### src/rtl/queue_bank_if.sv
// queue_bank_if
// Bundles the packet-buffer data path between the switch/drain logic (master)
// and the queue bank itself (slave).
// Signals:
//   write       one-hot push strobe, write[q] pushes p_in into queue q
//   p_in        packet data accompanying write
//   read_tick   single-cycle drain request
//   out_valid   single-cycle pulse marking a popped packet
//   out_pkt     last popped packet (held until the next pop)
//   out_queue   queue index of the last pop
//   occ         packed per-queue occupancy, queue q at [q*CNT_W +: CNT_W]
//   drop_pulse  per-queue pulse when a push was discarded
//   drop_cnt    packed per-queue saturating drop counters
interface queue_bank_if #(
    parameter int PKT_W  = 4,
    parameter int CNT_W  = 3,
    parameter int DROP_W = 8
);
    logic [3:0]          write;
    logic [PKT_W-1:0]    p_in;
    logic                read_tick;
    logic                out_valid;
    logic [PKT_W-1:0]    out_pkt;
    logic [1:0]          out_queue;
    logic [4*CNT_W-1:0]  occ;
    logic [3:0]          drop_pulse;
    logic [4*DROP_W-1:0] drop_cnt;

    modport master (
        output write, p_in, read_tick,
        input  out_valid, out_pkt, out_queue, occ, drop_pulse, drop_cnt
    );

    modport slave (
        input  write, p_in, read_tick,
        output out_valid, out_pkt, out_queue, occ, drop_pulse, drop_cnt
    );
endinterface

### src/rtl/queue_bank.sv
// queue_bank
// Four circular packet FIFOs fed by a one-hot push strobe and drained one
// packet per read_tick by a round-robin arbiter. Full queues discard pushes
// and count the drops in saturating counters.
// Ports:
//   fract_clk  system clock, everything on the rising edge
//   rst_n      synchronous active-low reset
//   bus        queue_bank_if slave: push strobe/data, drain tick, popped
//              packet outputs, occupancy, drop pulses and drop counters
module queue_bank #(
    parameter int DEPTH  = 6,
    parameter int PKT_W  = 4,
    parameter int CNT_W  = 3,
    parameter int DROP_W = 8
) (
    input  logic          fract_clk,
    input  logic          rst_n,
    queue_bank_if.slave   bus
);

    logic [PKT_W-1:0]  mem        [4][DEPTH];
    logic [CNT_W-1:0]  wr_ptr     [4];
    logic [CNT_W-1:0]  rd_ptr     [4];
    logic [CNT_W-1:0]  occ_r      [4];
    logic [DROP_W-1:0] drop_cnt_r [4];
    logic [1:0]        last_served;

    logic              out_valid_r;
    logic [PKT_W-1:0]  out_pkt_r;
    logic [1:0]        out_queue_r;
    logic [3:0]        drop_pulse_r;

    logic              pop_any;
    logic [1:0]        pop_sel;
    logic [1:0]        scan_idx;
    logic [3:0]        pop_hit;
    logic [3:0]        push_ok;
    logic [3:0]        drop_now;

    logic [4*CNT_W-1:0]  occ_flat;
    logic [4*DROP_W-1:0] drop_flat;

    // Pointers wrap at DEPTH-1 explicitly since DEPTH need not be a power of two.
    function automatic logic [CNT_W-1:0] ptr_next(input logic [CNT_W-1:0] p);
        return (p == CNT_W'(DEPTH - 1)) ? '0 : p + CNT_W'(1);
    endfunction

    // Round-robin scan starting just after the last served queue. Occupancy
    // is taken before this cycle's pushes, so a push into an empty queue is
    // never popped in the same cycle.
    always_comb begin
        pop_any  = 1'b0;
        pop_sel  = '0;
        scan_idx = '0;
        for (int i = 1; i <= 4; i++) begin
            scan_idx = last_served + 2'(i);
            if (!pop_any && bus.read_tick && occ_r[scan_idx] != '0) begin
                pop_any = 1'b1;
                pop_sel = scan_idx;
            end
        end
    end

    // A full queue still accepts a push when it is popped in the same cycle.
    always_comb begin
        pop_hit  = '0;
        push_ok  = '0;
        drop_now = '0;
        for (int q = 0; q < 4; q++) begin
            pop_hit[q]  = pop_any && (pop_sel == 2'(q));
            push_ok[q]  = bus.write[q] && ((occ_r[q] != CNT_W'(DEPTH)) || pop_hit[q]);
            drop_now[q] = bus.write[q] && !push_ok[q];
        end
    end

    // Storage carries no reset; stale contents are unreachable once the
    // pointers and occupancy are cleared.
    always_ff @(posedge fract_clk) begin
        for (int q = 0; q < 4; q++) begin
            if (push_ok[q]) begin
                mem[q][wr_ptr[q]] <= bus.p_in;
            end
        end
    end

    always_ff @(posedge fract_clk) begin
        if (!rst_n) begin
            out_valid_r  <= 1'b0;
            out_pkt_r    <= '0;
            out_queue_r  <= '0;
            drop_pulse_r <= '0;
            last_served  <= 2'd3;
            for (int q = 0; q < 4; q++) begin
                wr_ptr[q]     <= '0;
                rd_ptr[q]     <= '0;
                occ_r[q]      <= '0;
                drop_cnt_r[q] <= '0;
            end
        end else begin
            out_valid_r  <= pop_any;
            drop_pulse_r <= drop_now;
            if (pop_any) begin
                out_pkt_r   <= mem[pop_sel][rd_ptr[pop_sel]];
                out_queue_r <= pop_sel;
                last_served <= pop_sel;
            end
            for (int q = 0; q < 4; q++) begin
                if (push_ok[q]) begin
                    wr_ptr[q] <= ptr_next(wr_ptr[q]);
                end
                if (pop_hit[q]) begin
                    rd_ptr[q] <= ptr_next(rd_ptr[q]);
                end
                case ({push_ok[q], pop_hit[q]})
                    2'b10:   occ_r[q] <= occ_r[q] + CNT_W'(1);
                    2'b01:   occ_r[q] <= occ_r[q] - CNT_W'(1);
                    default: occ_r[q] <= occ_r[q];
                endcase
                if (drop_now[q] && drop_cnt_r[q] != '1) begin
                    drop_cnt_r[q] <= drop_cnt_r[q] + DROP_W'(1);
                end
            end
        end
    end

    always_comb begin
        occ_flat  = '0;
        drop_flat = '0;
        for (int q = 0; q < 4; q++) begin
            occ_flat[q*CNT_W +: CNT_W]    = occ_r[q];
            drop_flat[q*DROP_W +: DROP_W] = drop_cnt_r[q];
        end
    end

    assign bus.out_valid  = out_valid_r;
    assign bus.out_pkt    = out_pkt_r;
    assign bus.out_queue  = out_queue_r;
    assign bus.drop_pulse = drop_pulse_r;
    assign bus.occ        = occ_flat;
    assign bus.drop_cnt   = drop_flat;

endmodule

### src/flat_wrapper.sv
// flat-port wrapper written by rule: the top's interface ports become plain ports
module queue_bank_flat 
#(
    parameter int DEPTH  = 6,
    parameter int PKT_W  = 4,
    parameter int CNT_W  = 3,
    parameter int DROP_W = 8
)
  (fract_clk, rst_n, bus_write, bus_p_in, bus_read_tick, bus_out_valid, bus_out_pkt, bus_out_queue, bus_occ, bus_drop_pulse, bus_drop_cnt);
  queue_bank_if #(.PKT_W(PKT_W), .CNT_W(CNT_W), .DROP_W(DROP_W)) bus_i ();
  input  logic fract_clk;
  input  logic rst_n;
  input wire logic [$bits(bus_i.write)-1:0] bus_write;
  input wire logic [$bits(bus_i.p_in)-1:0] bus_p_in;
  input wire logic [$bits(bus_i.read_tick)-1:0] bus_read_tick;
  output wire logic [$bits(bus_i.out_valid)-1:0] bus_out_valid;
  output wire logic [$bits(bus_i.out_pkt)-1:0] bus_out_pkt;
  output wire logic [$bits(bus_i.out_queue)-1:0] bus_out_queue;
  output wire logic [$bits(bus_i.occ)-1:0] bus_occ;
  output wire logic [$bits(bus_i.drop_pulse)-1:0] bus_drop_pulse;
  output wire logic [$bits(bus_i.drop_cnt)-1:0] bus_drop_cnt;
  assign bus_i.write = bus_write;
  assign bus_i.p_in = bus_p_in;
  assign bus_i.read_tick = bus_read_tick;
  assign bus_out_valid = bus_i.out_valid;
  assign bus_out_pkt = bus_i.out_pkt;
  assign bus_out_queue = bus_i.out_queue;
  assign bus_occ = bus_i.occ;
  assign bus_drop_pulse = bus_i.drop_pulse;
  assign bus_drop_cnt = bus_i.drop_cnt;
  queue_bank #(.DEPTH(DEPTH), .PKT_W(PKT_W), .CNT_W(CNT_W), .DROP_W(DROP_W)) u_core (.fract_clk(fract_clk), .rst_n(rst_n), .bus(bus_i));
endmodule
### config.mk
export PLATFORM = sky130hd
export DESIGN_NAME = queue_bank_flat
export DESIGN_NICKNAME = d
export VERILOG_FILES = /design/src/rtl/queue_bank_if.sv /design/src/rtl/queue_bank.sv /design/src/flat_wrapper.sv
export SDC_FILE = /design/constraint.sdc
export NUM_CORES = 1
export LEC_CHECK = 0
export CORE_MARGIN = 5
export CORE_UTILIZATION = 50
export DETAILED_ROUTE_END_ITERATION = 8
export HOLD_SLACK_MARGIN = 0.03
export PLACE_DENSITY = 0.72
export RECOVER_POWER = 25
export SYNTH_ARGS = -nofsm -noshare
export SYNTH_HDL_FRONTEND = slang
export SYNTH_SLANG_ARGS = --single-unit
export TNS_END_PERCENT = 1
### constraint.sdc
create_clock -name fract_clk -period 10.12 [get_ports fract_clk]
set_input_delay 2.024 -clock fract_clk [delete_from_list [all_inputs] [get_ports fract_clk]]
set_output_delay 2.024 -clock fract_clk [all_outputs]
set_load 0.05 [all_outputs]
==> reports/results.ini, run 1 <==
[run_status]
status = finished, violations left
violations = max-capacitance violations, max-slew violations

[die]
ios = 66
die-area_um2 = 20300
rows = 48
initial_core_util = 0.509
die_x_um = 142
core_um2 = 17200
die_h_um = 142

[timing]
relSlewSlack = -0.179
clock_skew_ns = 0.00676
min_period_over_period = 0.552
max_freq_mhz = 179
holdWs_ns = 0.537
finalCriticalPeriod_ns = 5.59
slew_viol_final = 38
rsz0062_at_grt = no
tns_ns = 0
hold_viol = 0
worstMarginPinSlew_ns = 1.77
final-setup-viol-count = 0

[synthesis]
yosysTopAreaCell = edfxtp_1
yosys.area.top_type_share = 0.561
ys_seq_elements = 179
syn_nets = 750
synth_edf_count = 164
syn_avg_cell_area_um2 = 12.4
synth_cells = 705
ys.flop_type = edfxtp_1
async_flop_share = 0
synthTopCellsByCount = edfxtp_1 (164), nor2_1 (67), mux2i_1 (58), nand3_1 (43), nand2_1 (37)
synth_cell_types = 63
ys_seq_area_frac = 0.596
yosys_warnings = 0
yosysMostFrequentCell = edfxtp_1
syn-cell-area_um2 = 8770
yosys-top-cells-area = edfxtp_1 (56%), mux2i_1 (6.6%), ha_1 (4.6%)

[finish]
drive_gt1_frac = 0.0769
diodes = 0
num-nets-final = 812
final_core_util = 0.593
area_growth_pct = 16.5
layout.cells.non_filler = 1005

[detailed_routing]
drt-initial-drc-count = 503
drcViolationCount = 0
postRouteAntennaNets = 0
finalWirelength_mm = 19.5
wl_per_cell_um = 19.4
vias = 5809
routed_via_density = 5.78
dr.pass1.iters = 5

[worst_setup_path]
arrival_ns = 5.76
cpPeakStageDelay_ns = 0.56
worstSetupPathType = in -> reg
worstSetupEndpointType = register
crit_required_ns = 10.29
path_common_cell = nand2_1
r2r_setup_slack_ns = 5.56
cp.buffers_inverters = 2
critPathMaxFanout = 15
path_delay_family = simple AND/OR/NAND/NOR gates
cpMaxStageDelayCell = clkdlybuf4s50_1
cp-start-kind = input port
path_cells = clkdlybuf4s50_1 > and3_1 > nand3_1 > o21a_1 > nand2_1 > nand2_1 > inv_2 > o21ai_2 > ha_1 > nand2_1 > xnor2_1 > ha_1 > nor3_1 > a21oi_1 > xor2_1 > nor2_1

[global_routing]
grt_use_total = 0.197
grt_pass1_vias = 5717
grt-ovfl-total = 0
grt_max_degree = 38
grt_first_pass_wirelength_mm = 30.8
antenna_found_initial = 0

[power_and_ir_drop]
intPower_w = 0.00157
clkPwrFrac = 0.276
p_leak_nw = 3.76
p_switching_w = 0.000866
pwr-share-comb = 0.310
vdd.ir_drop.worst_mv = 0.135
p_seq_frac = 0.414
p_per_area_nw_per_um2 = 238
finalPower_w = 0.00243
switching_share = 0.356

[clock_tree]
cts_tree = built
clockBufferDepth = 2
cts_setup_buffers = 0
ctsResizeCount = 0
clock_tree.htree_level_count = 4
cts_made_buffers = 17
clock_latency_ns = 0.43
clkTransAtPathRegs_ns = 0.06
clock-root-buffer = clkbuf_16
cts_hold_buf = 0
clock-sinks = 179

[run]
drv_cap = 1

[placed_design]
io_buffers = 65
place_inst = 973
gp_congestion = 0.873
dp_hpwl_mm = 14.1

[min_path]
hold_path_class = reg -> reg

[routing by layer]
| metal | global-route usage | part of all wire | vias to the layer above |
|---|---|---|---|
| li1 | - | - | 2777 |
| met1 | 0.245 | 0.42 | 2793 |
| met3 | 0.0380 | 0.058 | 29 |
| met4 | 0.0685 | 0.020 | 0 |
| met2 | 0.344 | 0.51 | 210 |
| met5 | 0 | 0 | - |
[power by group through the flow]
| stage | combinational [W] | sequential [W] | clock (W) |
|---|---|---|---|
| final | 0.000755 | 0.00101 | 0.000671 |
| after detailed placement | 0.000749 | 0.00102 | 0 |
| after CTS | 0.000754 | 0.00101 | 0.000683 |
| after global routing | 0.000814 | 0.00102 | 0.000712 |
| after global placement | 0.000721 | 0.00102 | 0 |
| after floorplan | 0.000447 | 0.00110 | 0 |
[flip-flops by register name, summed over array words and instances (netlist names), named ones only]
name                   flops
u_core.wr_ptr             12
u_core.drop_cnt_r         32
u_core.mem                96
u_core.rd_ptr             12
u_core.occ_r              12
u_core.bus.drop_pulse      4
u_core.bus.out_valid       1
u_core.bus.out_pkt         4
u_core.bus.out_queue       2
u_core.last_served         2
[layout make-up]
type / instances / area [um^2]
clock buffer: 19 / 433
clock inverter: 13 / 170
fill: 1325 / 7010
inverter: 39 / 149
multi-input combinational: 460 / 3280
sequential: 179 / 5230
tap: 225 / 282
timing repair buffer: 70 / 684
[per-stage QoR]
step                      instance area (um^2)  worst slack [ns]
after CTS                                10200              4.67
final                                    10200              4.53
after global routing                     10200              4.21
after floorplan                           8770              5.25
after detailed placement                  9620              4.25
after global placement                    9620              4.49
[placed cells by master, fill, tap and decap left out, types with 4 or more instances in the layout]
cell type,instances
o21ai_0,12
and3_1,16
o211ai_1,7
dfxtp_1,15
o31ai_1,4
a32oi_1,4
nand4_1,4
edfxtp_1,164
a21oi_1,16
nor2_1,67
nor4_1,13
a22oi_1,10
nand3_1,43
clkdlybuf4s50_1,60
inv_2,7
clkbuf_16,17
or3_1,4
a211oi_1,8
ha_1,32
buf_4,4
dlygate4sd3_1,5
and4_1,9
a2111oi_0,4
o22ai_1,4
mux2i_1,58
xor2_1,23
xnor2_1,7
nand2_1,37
a21boi_0,10
inv_1,31
nor3_1,27
inv_6,4
[path summary, 6_finish.rpt]
kind,startpoint,end,cells after the start
setup / recovery,bus_read_tick,u_core.occ_r[1][2]$_SDFFCE_PN0P_,16
hold reg to reg,u_core.bus.out_pkt[0]$_SDFFE_PN0N_,u_core.bus.out_pkt[0]$_SDFFE_PN0N_,2
hold / removal,u_core.bus.out_pkt[0]$_SDFFE_PN0N_,u_core.bus.out_pkt[0]$_SDFFE_PN0N_,2
setup reg to reg,u_core.occ_r[2][1]$_SDFFCE_PN0P_,u_core.occ_r[0][2]$_SDFFCE_PN0P_,16
[worst reg2reg max path, delay by kind of cell (launching register included)]
kind	cells	cell delay, ns
flops	1	0.51
xor+xnor	1	0.21
fa+ha+maj	2	0.76
mux	1	0.16
buf+inv	2	0.44
compound gates	4	1.33
simple gates	6	0.92
[kinds of logic after synthesis]
logic type	Yosys count	share of synthesized area
flops	179	0.596
compound gates	97	0.0843
fa+ha+maj	34	0.0502
simple gates	240	0.140
buf+inv	66	0.0311
xor+xnor	30	0.0299
mux	59	0.0687
Power figures use the tool's default switching activity.
==> inputs of run 2 (changes only) <==
==> constraint.sdc (replaced) <==
create_clock -name fract_clk -period 5.2 [get_ports fract_clk]
set_input_delay 1.04 -clock fract_clk [delete_from_list [all_inputs] [get_ports fract_clk]]
set_output_delay 1.04 -clock fract_clk [all_outputs]
set_load 0.05 [all_outputs]
==> run 2 against run 1 <==
Effect of this change: the flow now finishes without violations; critical path depth unchanged; final cell count increased by 1.3%; worst hold slack worse by 0.015 ns; global-route usage down 0.49 points; setup slack got worse by 3.8 ns; core utilization is 0.81 points higher; critical path type unchanged; largest power group unchanged; critical endpoint unchanged; sequential share of layout area decreased by 0.68 points.
==> reports/results.ini, run 2 (synthesized netlist as in run 1, its figures left out) <==
[run_status]
status = finished clean

[clock_tree]
clock-sinks = 179
clock_tree.htree_level_count = 4
clock-root-buffer = clkbuf_16
clockBufferDepth = 2
clkTransAtPathRegs_ns = 0.06
cts_setup_buffers = 0
ctsResizeCount = 0
cts_hold_buf = 0
cts_made_buffers = 17
clock_latency_ns = 0.43
cts_tree = built

[global_routing]
grt_pass1_vias = 5825
grt_max_degree = 36
antenna_found_initial = 0
grt_first_pass_wirelength_mm = 30.4
grt_use_total = 0.192
grt-ovfl-total = 0

[worst_setup_path]
path_common_cell = nand2_1
r2r-start = u_core.occ_r[3][0]$_DFFE_PP_
arrival_ns = 4.64
cp-start-kind = input port
path_delay_family = simple AND/OR/NAND/NOR gates
cpMaxStageDelayCell = clkdlybuf4s50_1
cpPeakStageDelay_ns = 0.53
critPathMaxFanout = 15
worstSetupEndpointType = register
worstSetupPathType = in -> reg
crit_path_end = u_core.occ_r[1][2]$_SDFFCE_PN0P_
cp.buffers_inverters = 2
rr_worst_depth = 16
r2r_setup_slack_ns = 0.82
crit_required_ns = 5.37
path_cells = clkdlybuf4s50_1 > and3_1 > nand3_1 > o21a_1 > nand2_1 > nand2_1 > inv_2 > o21ai_2 > ha_1 > nand2_1 > xnor2_1 > ha_1 > nor3_1 > a21oi_1 > xor2_1 > nor2_1
startpoint = bus_read_tick
reg2reg_to = u_core.occ_r[1][2]$_SDFFCE_PN0P_
crit_cells = 16

[run]
drv_cap = 0

[detailed_routing]
wl_per_cell_um = 18.8
wl_met3_mm = 1.03
dr.pass1.iters = 5
dr_wl_met2_mm = 9.55
vias = 5917
top_layer = met4
finalWirelength_mm = 19.1
routed_via_density = 5.81
drcViolationCount = 0
drt-initial-drc-count = 401
postRouteAntennaNets = 0
wl_met1_mm = 8.09

[finish]
final_core_util = 0.601
largest_reg_flops = 96
layout_commonest_cell = edfxtp_1
area_growth_pct = 18.1
drive_gt1_frac = 0.0921
diodes = 0
fill_cells = 1306
mostFrequentLayoutCells = edfxtp_1 (164), nor2_1 (67), clkdlybuf4s50_1 (61)
num-nets-final = 826

[timing]
rsz0062_at_grt = no
max_freq_mhz = 224
hold_viol = 0
tns_ns = 0
min_period_over_period = 0.860
worstMarginPinSlew_ns = 0.967
relSlewSlack = 0.353
clock_skew_ns = 0.0104
slew_viol_final = 0
finalCriticalPeriod_ns = 4.47
final-setup-viol-count = 0

[die]
core_um2 = 17200
rows = 48
initial_core_util = 0.509
die-area_um2 = 20300
die_h_um = 142
die_x_um = 142
ios = 66

[placed_design]
dp_hpwl_mm = 13.9
gp_congestion = 0.878
io_buffers = 65

[power_and_ir_drop]
vdd.ir_drop.worst_mv = 0.250
finalPower_w = 0.00483
p_per_area_nw_per_um2 = 466
p_leak_nw = 3.85

[min_path]
hold_path_class = reg -> reg

==> run 2: stage by stage <==
stage          instances  hold WS [ns]  setup slack, ns  cell area (um^2)
2_1_floorplan        705         0.602             1.32              8770
3_3_place_gp         987         0.514            0.566              9730
3_5_place_dp         987         0.514            0.326              9730
4_1_cts             1018         0.528            0.729             10400
5_1_grt             1018         0.560            0.392             10400
6_report            1018         0.522            0.729             10400
==> run 2: area by class of cell <==
type	instances	area, um^2	share of cell area
inverter	39	149	0.0144
sequential	179	5230	0.504
clock buffer	18	429	0.0414
multi-input combinational	460	3270	0.316
clock inverter	13	219	0.0211
tap	225	282	0.0272
timing repair buffer	84	786	0.0758
==> run 2: metal layers <==
metal | GRT usage | up-vias
li1 | - | 2795
met1 | 0.245 | 2895
met2 | 0.330 | 187
met3 | 0.0343 | 40
met4 | 0.0680 | 0
met5 | 0 | -
==> run 2: worst min-delay path, delay by kind of cell, from the launching register on <==
| kind | cells | cell delay (ns) |
|---|---|---|
| flops | 1 | 0.34 |
| compound gates | 1 | 0.07 |
| simple gates | 1 | 0.07 |
==> run 2: report_power, final <==
| group | internal [W] | switching, W |
|---|---|---|
| logic | 0.000534 | 0.000950 |
| clock network | 0.000861 | 0.000539 |
| registers | 0.00177 | 0.000183 |
==> run 2: how the worst min path moves through the flow <==
| stage | endpoint | slack (ns) | start | cells after the start |
|---|---|---|---|---|
| CTS | u_core.bus.out_queue[0]$_SDFFE_PN0N_ | 0.53 | u_core.bus.out_queue[0]$_SDFFE_PN0N_ | 2 |
| global route | u_core.bus.out_queue[1]$_SDFFE_PN0N_ | 0.56 | u_core.bus.out_queue[1]$_SDFFE_PN0N_ | 2 |
| global placement | u_core.bus.out_queue[1]$_SDFFE_PN0N_ | 0.51 | u_core.bus.out_queue[1]$_SDFFE_PN0N_ | 2 |
| detailed placement | u_core.bus.out_queue[0]$_SDFFE_PN0N_ | 0.51 | u_core.bus.out_queue[0]$_SDFFE_PN0N_ | 2 |
| finish | u_core.bus.out_queue[0]$_SDFFE_PN0N_ | 0.52 | u_core.bus.out_queue[0]$_SDFFE_PN0N_ | 2 |
| floorplan | register | 0.60 | u_core.last_served[0]$_SDFFE_PN1N_ | 3 |
